$ cat config.mk
export PLATFORM = sky130hd
export DESIGN_NAME = fifo_drain_packer_flat
export DESIGN_NICKNAME = d
export VERILOG_FILES = /design/src/rtl/fifo_drain_packer_if.sv /design/src/rtl/fifo_drain_packer.sv /design/src/flat_wrapper.sv
export SDC_FILE = /design/constraint.sdc
export NUM_CORES = 1
export LEC_CHECK = 0
export CAP_MARGIN = 25
export CORE_ASPECT_RATIO = 1.75
export CORE_MARGIN = 2
export CORE_UTILIZATION = 50
export DETAILED_ROUTE_END_ITERATION = 10
export PLACE_DENSITY = 0.83
export SYNTH_ARGS = -nofsm -noshare
export SYNTH_HDL_FRONTEND = slang
export SYNTH_SLANG_ARGS = --single-unit
$ cat constraint.sdc
create_clock -name clk -period 3.7 [get_ports clk]
set_input_delay 0.925 -clock clk [delete_from_list [all_inputs] [get_ports clk]]
set_output_delay 0.925 -clock clk [all_outputs]
set_load 0.005 [all_outputs]
$ cat src/rtl/fifo_drain_packer_if.sv
// FIFO read-port and packed output stream of fifo_drain_packer.
// The master modport is the packer's side; slave is the FIFO/downstream side.
interface fifo_drain_packer_if #(
  parameter int DATA_WIDTH = 6,
  parameter int PACK       = 4,
  parameter int CNT_W      = $clog2(PACK + 1)
);
  logic                       fifo_empty;
  logic                       fifo_rd_en;
  logic [DATA_WIDTH-1:0]      fifo_data;
  logic                       m_valid;
  logic                       m_ready;
  logic [PACK*DATA_WIDTH-1:0] m_data;
  logic [CNT_W-1:0]           m_cnt;

  modport master (
    input  fifo_empty, fifo_data, m_ready,
    output fifo_rd_en, m_valid, m_data, m_cnt
  );

  modport slave (
    output fifo_empty, fifo_data, m_ready,
    input  fifo_rd_en, m_valid, m_data, m_cnt
  );
endinterface

$ cat src/rtl/fifo_drain_packer.sv
// Drains a 1-cycle-latency FIFO, packs PACK words per output beat, and
// emits a partial beat (with word count) on a flush request.
module fifo_drain_packer #(
  parameter int DATA_WIDTH = 6,
  parameter int PACK       = 4,
  parameter int CNT_W      = $clog2(PACK + 1)
) (
  input  logic                 clk,
  input  logic                 rst_n,
  input  logic                 flush,
  fifo_drain_packer_if.master  bus
);
  localparam int IDX_W = $clog2(PACK);
  localparam logic [CNT_W-1:0] PACK_C  = CNT_W'(PACK);
  localparam logic [CNT_W-1:0] PACK_M1 = CNT_W'(PACK - 1);

  logic [PACK-1:0][DATA_WIDTH-1:0] acc;
  logic [PACK-1:0][DATA_WIDTH-1:0] part_word;
  logic [CNT_W-1:0]                acc_cnt;
  logic                            rd_pend;
  logic                            flush_pend;
  logic                            m_valid_r;
  logic [PACK*DATA_WIDTH-1:0]      m_data_r;
  logic [CNT_W-1:0]                m_cnt_r;
  logic                            out_free;
  logic                            rd_en;
  logic [CNT_W:0]                  credit;
  logic [IDX_W-1:0]                wr_idx;

  always_comb begin
    out_free = !m_valid_r || bus.m_ready;
    credit   = {1'b0, acc_cnt} + {{CNT_W{1'b0}}, rd_pend};
    // Look-ahead read: the group-completing word can go straight to an empty output register.
    rd_en    = rst_n && !bus.fifo_empty && !flush_pend &&
               ((credit < {1'b0, PACK_C}) ||
                ((credit == {1'b0, PACK_C}) && (acc_cnt < PACK_C) && !m_valid_r));
    wr_idx   = acc_cnt[IDX_W-1:0];
    part_word = '0;
    for (int unsigned i = 0; i < PACK; i++) begin
      if (i < 32'(acc_cnt)) part_word[i] = acc[i];
    end
  end

  always_ff @(posedge clk) begin
    if (!rst_n) begin
      acc        <= '0;
      acc_cnt    <= '0;
      rd_pend    <= 1'b0;
      flush_pend <= 1'b0;
      m_valid_r  <= 1'b0;
      m_data_r   <= '0;
      m_cnt_r    <= '0;
    end else begin
      rd_pend <= rd_en;
      if (m_valid_r && bus.m_ready) m_valid_r <= 1'b0;
      if (!flush_pend && flush) flush_pend <= 1'b1;

      if (rd_pend) begin
        if ((acc_cnt == PACK_M1) && out_free) begin
          m_data_r  <= {bus.fifo_data, acc[PACK-2:0]};
          m_cnt_r   <= PACK_C;
          m_valid_r <= 1'b1;
          acc_cnt   <= '0;
        end else begin
          acc[wr_idx] <= bus.fifo_data;
          acc_cnt     <= acc_cnt + CNT_W'(1);
        end
      end else if (acc_cnt == PACK_C) begin
        if (out_free) begin
          m_data_r  <= acc;
          m_cnt_r   <= PACK_C;
          m_valid_r <= 1'b1;
          acc_cnt   <= '0;
        end
      end else if (flush_pend) begin
        if (acc_cnt == '0) begin
          flush_pend <= 1'b0;
        end else if (out_free) begin
          m_data_r   <= part_word;
          m_cnt_r    <= acc_cnt;
          m_valid_r  <= 1'b1;
          acc_cnt    <= '0;
          flush_pend <= 1'b0;
        end
      end
    end
  end

  assign bus.fifo_rd_en = rd_en;
  assign bus.m_valid    = m_valid_r;
  assign bus.m_data     = m_data_r;
  assign bus.m_cnt      = m_cnt_r;
endmodule

$ cat src/flat_wrapper.sv
// flat-port wrapper written by rule: the top's interface ports become plain ports
module fifo_drain_packer_flat 
#(
  parameter int DATA_WIDTH = 6,
  parameter int PACK       = 4,
  parameter int CNT_W      = $clog2(PACK + 1)
)
  (clk, rst_n, flush, bus_fifo_empty, bus_fifo_data, bus_m_ready, bus_fifo_rd_en, bus_m_valid, bus_m_data, bus_m_cnt);
  fifo_drain_packer_if #(.DATA_WIDTH(DATA_WIDTH), .PACK(PACK), .CNT_W(CNT_W)) bus_i ();
  input  logic clk;
  input  logic rst_n;
  input  logic flush;
  input wire logic [$bits(bus_i.fifo_empty)-1:0] bus_fifo_empty;
  input wire logic [$bits(bus_i.fifo_data)-1:0] bus_fifo_data;
  input wire logic [$bits(bus_i.m_ready)-1:0] bus_m_ready;
  output wire logic [$bits(bus_i.fifo_rd_en)-1:0] bus_fifo_rd_en;
  output wire logic [$bits(bus_i.m_valid)-1:0] bus_m_valid;
  output wire logic [$bits(bus_i.m_data)-1:0] bus_m_data;
  output wire logic [$bits(bus_i.m_cnt)-1:0] bus_m_cnt;
  assign bus_i.fifo_empty = bus_fifo_empty;
  assign bus_i.fifo_data = bus_fifo_data;
  assign bus_i.m_ready = bus_m_ready;
  assign bus_fifo_rd_en = bus_i.fifo_rd_en;
  assign bus_m_valid = bus_i.m_valid;
  assign bus_m_data = bus_i.m_data;
  assign bus_m_cnt = bus_i.m_cnt;
  fifo_drain_packer #(.DATA_WIDTH(DATA_WIDTH), .PACK(PACK), .CNT_W(CNT_W)) u_core (.clk(clk), .rst_n(rst_n), .flush(flush), .bus(bus_i));
endmodule
Word-level counts from Yosys, hierarchy flattened
Index checks and enable logic that the tools add are counted.
{"block": "totals", "input_bits": 11, "word_cells": 86, "register_bits": 57}
{"block": "classes", "bitwise_logic": 1, "n_eq_ne": 5, "mux": 40, "add_sub_neg": 2, "n_reduce_logical": 20, "magnitude_cmp": 8}
{"cell": "two-way mux 24 bit", "count": 7}
{"cell": "two-way mux 3 bit", "count": 13}
{"cell": "two-way mux 6 bit", "count": 5}
{"cell": "bitwise mux 24 bit", "count": 1}
{"cell": "two-way mux 1 bit", "count": 13}
{"cell": "demux 6 bit (select 2 bit)", "count": 1}
{"cell": "logical AND 1 bit", "count": 9}
{"cell": "< comparator 1 x 3 -> 1 bit (first input constant)", "count": 2}
{"cell": "< comparator 2 x 3 -> 1 bit (first input constant)", "count": 2}
{"cell": "adder 3 x 1 -> 4 bit", "count": 1}
{"cell": "== test 4 x 3 -> 1 bit (second input constant)", "count": 1}
{"cell": "< comparator 4 x 3 -> 1 bit (second input constant)", "count": 1}
{"cell": "AND reduction 2 bit", "count": 2}
{"cell": "AND reduction 4 bit", "count": 1}
{"cell": "adder 3 x 1 -> 3 bit (second input constant)", "count": 1}
{"cell": "== test 3 x 2 -> 1 bit (second input constant)", "count": 1}
{"cell": "== test 3 bit (second input constant)", "count": 1}
{"cell": "logical NOT 1 bit", "count": 3}
{"cell": "logical NOT 3 bit", "count": 1}
{"cell": "< comparator 2 x 3 -> 1 bit (second input constant)", "count": 1}
{"cell": "< comparator 3 bit (second input constant)", "count": 1}
{"cell": "!= test 3 x 1 -> 1 bit (second input constant)", "count": 1}
{"cell": "nonzero test 3 bit", "count": 1}
{"cell": "greater-or-equal comparator 2 x 1 -> 1 bit (second input constant)", "count": 1}
{"cell": "other kinds (4)", "count": 5}

Longest topological paths before layout
{"block": "logic_depth", "depth_word": 8, "ltp_mapped": 8}

Worst setup path before layout
No wires, ideal clock.
{"block": "synth_path", "path_kind": "reg2out", "start": "reg u_core.rd_pend", "end": "out bus_fifo_rd_en", "path_stages_with_launch": 7, "required_ps": 2775, "t_arrival_ps": 1865, "setup_slack_ps": 910, "path_cell_list": "dfxtp_1 ha_1 ha_1 or3b_2 a21oi_1 a31oi_1 nor4b_1"}
{"block": "synth_via", "elab_chain_cells": 6}
{"element": "start, declared", "line": "fifo_drain_packer.sv:20", "text": "logic rd_pend;"}
{"element": "start signal, assigned", "line": "fifo_drain_packer.sv:54", "text": "rd_pend <= rd_en;"}
{"element": "adder 3 x 1 -> 4 bit *", "line": "fifo_drain_packer.sv:32", "text": "credit = {1'b0, acc_cnt} + {{CNT_W{1'b0}}, rd_pend};"}
{"element": "branches (longest 3 deep; another with < comparator 4 x 3 -> 1 bit)"}
{"element": "logical OR 1 bit *", "line": "fifo_drain_packer.sv:35", "text": "((credit < {1'b0, PACK_C}) ||"}
{"element": "logical AND 1 bit *", "line": "fifo_drain_packer.sv:34", "text": "rd_en = rst_n && !bus.fifo_empty && !flush_pend &&"}
{"element": "end, declared", "line": "flat_wrapper.sv:16", "text": "output wire logic [$bits(bus_i.fifo_rd_en)-1:0] bus_fifo_rd_en;"}
Every way passes the cells marked *.

Worst setup path after layout
{"block": "layout_path", "start": "reg u_core.acc_cnt[0]", "end": "out bus_fifo_rd_en"}
{"block": "layout_via", "elab_chain_cells": 6}
{"element": "start, declared", "line": "fifo_drain_packer.sv:19", "text": "logic [CNT_W-1:0] acc_cnt;"}
{"element": "start signal, assigned", "line": "fifo_drain_packer.sv:66", "text": "acc_cnt <= acc_cnt + CNT_W'(1);"}
{"element": "branches (longest 4 deep; another with adder 3 x 1 -> 4 bit)"}
{"element": "logical OR 1 bit *", "line": "fifo_drain_packer.sv:35"}
{"element": "logical AND 1 bit *", "line": "fifo_drain_packer.sv:34"}
Marked as above.

==> impl_results.md <==
- Width of the die: roughly 58 µm
- Worst Tran Pin Value: around 0.78 ns
- Synth async-reset ratio: 0%
- Filler cells: 426
- Post-synth cell types: 33
- Num CTS Buffers: 9
- Final Cycle Share: about 86%
- Min Clock Period, post-route: 3.19 ns
- Setup_tns: 0 ns
- Dpl cell area: around 3000 µm²
- Clk pin slew, worst setup/hold paths: 0.06 ns
- Leading post-synthesis cells by cell area: dfxtp_1, mux2i_1, nand2_1
- Dpl cells: 360
- Slowest CP cell: or3b_2
- Rows: 34
- Num ports: 40
- H-tree depth: 3
- Remaining routing DRC violations: 0
- Buf+Inv Stages, Crit Path: 1
- Fin cells: between 300 and 400
- Synthesis-to-finish area growth: 24.4%
- Vias in the first global route: approximately 2000
- Root buf cell: clkbuf_8
- Drt first-iter violations: between 40 and 50
- Total GRT Usage: a little over a fifth
- Core area: 4930 µm²
- GRT overflow: 0
- Max-slew violations: 0
- Top_reg_cell synth: dfxtp_1
- Final Cell Area: 3140 µm²
- Peak Freq: 313 MHz
- Routed WL: ~5400 µm
- Die area: 5660 µm²
- Post-DP HPWL: roughly 4000 µm
- Most numerous cell in the Yosys netlist: nand2_1
- P_int: approximately 0.96 mW
- WL/cell: between 10 and 15 µm
- Largest stage delay, worst path: 0.43 ns
- Fin. Hold Viols: 0
- Ant diodes: 0
- Logic pwr share: just over 10%
- Synth top area share: a little under half
- Delay-heaviest family, CP: simple AND/OR/NAND/NOR gates
- First-pass GRT wire length: between 9000 and 10000 µm
- P_sw: ~0.32 mW
- Synth Instances: ~280
- Post-Synth Adder-Cell Area: roughly 3.5%
- Total power density per cell area: around 400 nW/µm²
- Top cells by instance count after synthesis: nand2_1, dfxtp_1, mux2i_1, nand3_1, o21ai_0
- Pre-antenna DRT Iters: 4
- Crit path arrival time: roughly 2.3 ns
- Via density: ~5.6
- Fin util: a little under two thirds
- CP dominant cell by count: ha_1
- Setup Viol. Count Final: 0
- Leakage: ~1.3 nW
- Maximum root-to-sink buffer count: 2
- CP endpoint kind: output port
- Post-Syn Nets: 297
- Post-CTS Setup Bufs: 0
- Status: finished clean
- Clk sink count: 57
- Clock Power Share: between 40% and 50%
- GPL Wtd Cong: roughly 0.83
- Slew HR: around half
- Crit path cell chain: ha_1 -> ha_1 -> or3b_2 -> a21oi_1 -> a31oi_1 -> nor4b_2 -> dlymetal6s2s_1
- Initial antenna violation count: 0
- DR vias: 2098
- Sw Share: between 20% and 30%
- Compound-Gate Fraction of Synth Area: 13.1%
- Worst-path maximum fanout: 9
- Skew final: about 0.0091 ns
- Antenna viol nets, final: 0
- Area leader, netlist: dfxtp_1
- Largest family of logic cells by synthesized area: simple AND/OR/NAND/NOR gates
- Simple-Gate Fraction of Synth Area: between 10% and 20%
- Share of layout cells above drive strength 1: about a tenth
- Post-synth EDFFs: 0
- Max Cap Viol: 0
- Worst-Skew Late Latency: 0.33 ns
- Reg power frac: around half
- Max VDD drop: approximately 0.3 mV
- Pin count of the biggest net entering global routing: 86
- Post-Syn Area per Cell: 9.06 µm²
- Yosys warning total: 0
- Sequential share of the synthesized area: a little under half
- Initial Util: 51.2%
- CTS tree: yes
- Worst Setup Start Kind: flip-flop
- Multiplexer area fraction after synthesis: between 10% and 20%
- I/O Buffers: 39
- RSZ-0062 raised after global routing: no
- Synth Cell Area: 2530 µm²
- Crit Path Category: reg2out
- Critical Path RT: 2.77 ns
- Layout Nets: ~340
- Xor and xnor area share after synthesis: 0%
- Die H: roughly 98 µm
- Worst Hold Class: reg2reg
- Design Power: about 1.3 mW
- Yosys reg bits: 57
[cell type report]
cell class,instances,area (µm²),area share (%)
timing repair buffer,45,440,14.0
inverter,5,18.8,0.597
multi-input combinational,199,1290,41.1
clock inverter,5,30.0,0.955
clock buffer,11,151,4.81
tap,54,67.6,2.15
sequential,57,1140,36.4
[per-layer routing]
layer | vias up | wire, µm | track usage, %
met5 | - | 0 | 0
li1 | 1053 | - | -
met3 | 22 | 219 | 4.11
met4 | 0 | 225 | 14.5
met1 | 961 | 2090 | 23.6
met2 | 62 | 2910 | 35.1
[tightest hold or removal path, delay by kind of cell, from the launching register on]
| family | cells | cell delay (ns) |
|---|---|---|
| and+or+nand+nor | 1 | 0.05 |
| DFF | 1 | 0.31 |
| muxes | 1 | 0.05 |
[cells by family after synthesis]
logic type	after synthesis
AO/OA/AOI/OAI	46
adder cells (fa/ha/maj)	7
buffers and inverters	23
flip-flops	57
multiplexers	39
AND/OR/NAND/NOR	107
[power groups by stage]
stage | clock network [mW] | registers [mW] | logic [mW]
3_3_place_gp | 0 | 0.649 | 0.127
2_1_floorplan | 0 | 0.649 | 0.0863
5_1_grt | 0.551 | 0.638 | 0.142
3_5_place_dp | 0 | 0.650 | 0.131
4_1_cts | 0.526 | 0.637 | 0.131
6_report | 0.514 | 0.637 | 0.130
[registers in the layout (all words and copies together), names as in the netlist]
name / cells
u_core.bus.m_valid: 1
u_core.flush_pend: 1
u_core.bus.m_data: 24
u_core.bus.m_cnt: 3
u_core.acc: 24
u_core.acc_cnt: 3
u_core.rd_pend: 1
[metrics by stage]
stage | hold WS, ns | setup WS, ns
finish | 0.460 | 0.505
global route | 0.471 | 0.377
CTS | 0.463 | 0.00597
detailed placement | 0.451 | 0.285
global placement | 0.445 | 0.385
floorplan | 0.439 | 0.910
[repair_timing]
item                                    4_1_cts  5_1_grt
pin swaps                                     0        1
cloned                                        0        0
gates resized for setup                       1        3
endpoints found under the setup margin        1        1
hold buffers                                  0        0
[final timing paths]
kind / startpoint / end / slack, ns / cells after the start
hold / removal: u_core.acc[3] / u_core.acc[3] / 0.46 / 2
setup / recovery: u_core.acc_cnt[0] / bus_fifo_rd_en / 0.51 / 7
hold reg to reg: u_core.acc[3] / u_core.acc[3] / 0.46 / 2
setup reg to reg: u_core.acc_cnt[1] / u_core.bus.m_data[9] / 1.33 / 7
[placed cells by master (no fill, tap or decap), types with 2 or more instances in the layout]
cell and n:
nand2_1 67, dfxtp_1 56, mux2i_1 39, clkdlybuf4s50_1 37, nand3_1 26, o21ai_0 18, clkbuf_8 11, ha_1 7
inv_1 5, buf_4 5, a21oi_1 4, nor2_1 4, o2111ai_1 4, nor2b_1 3, o21a_1 3, clkinv_2 3
o211ai_1 2, o211a_1 2, a21boi_0 2, o22ai_1 2, clkinvlp_4 2
(Power assumes the default switching activity.)
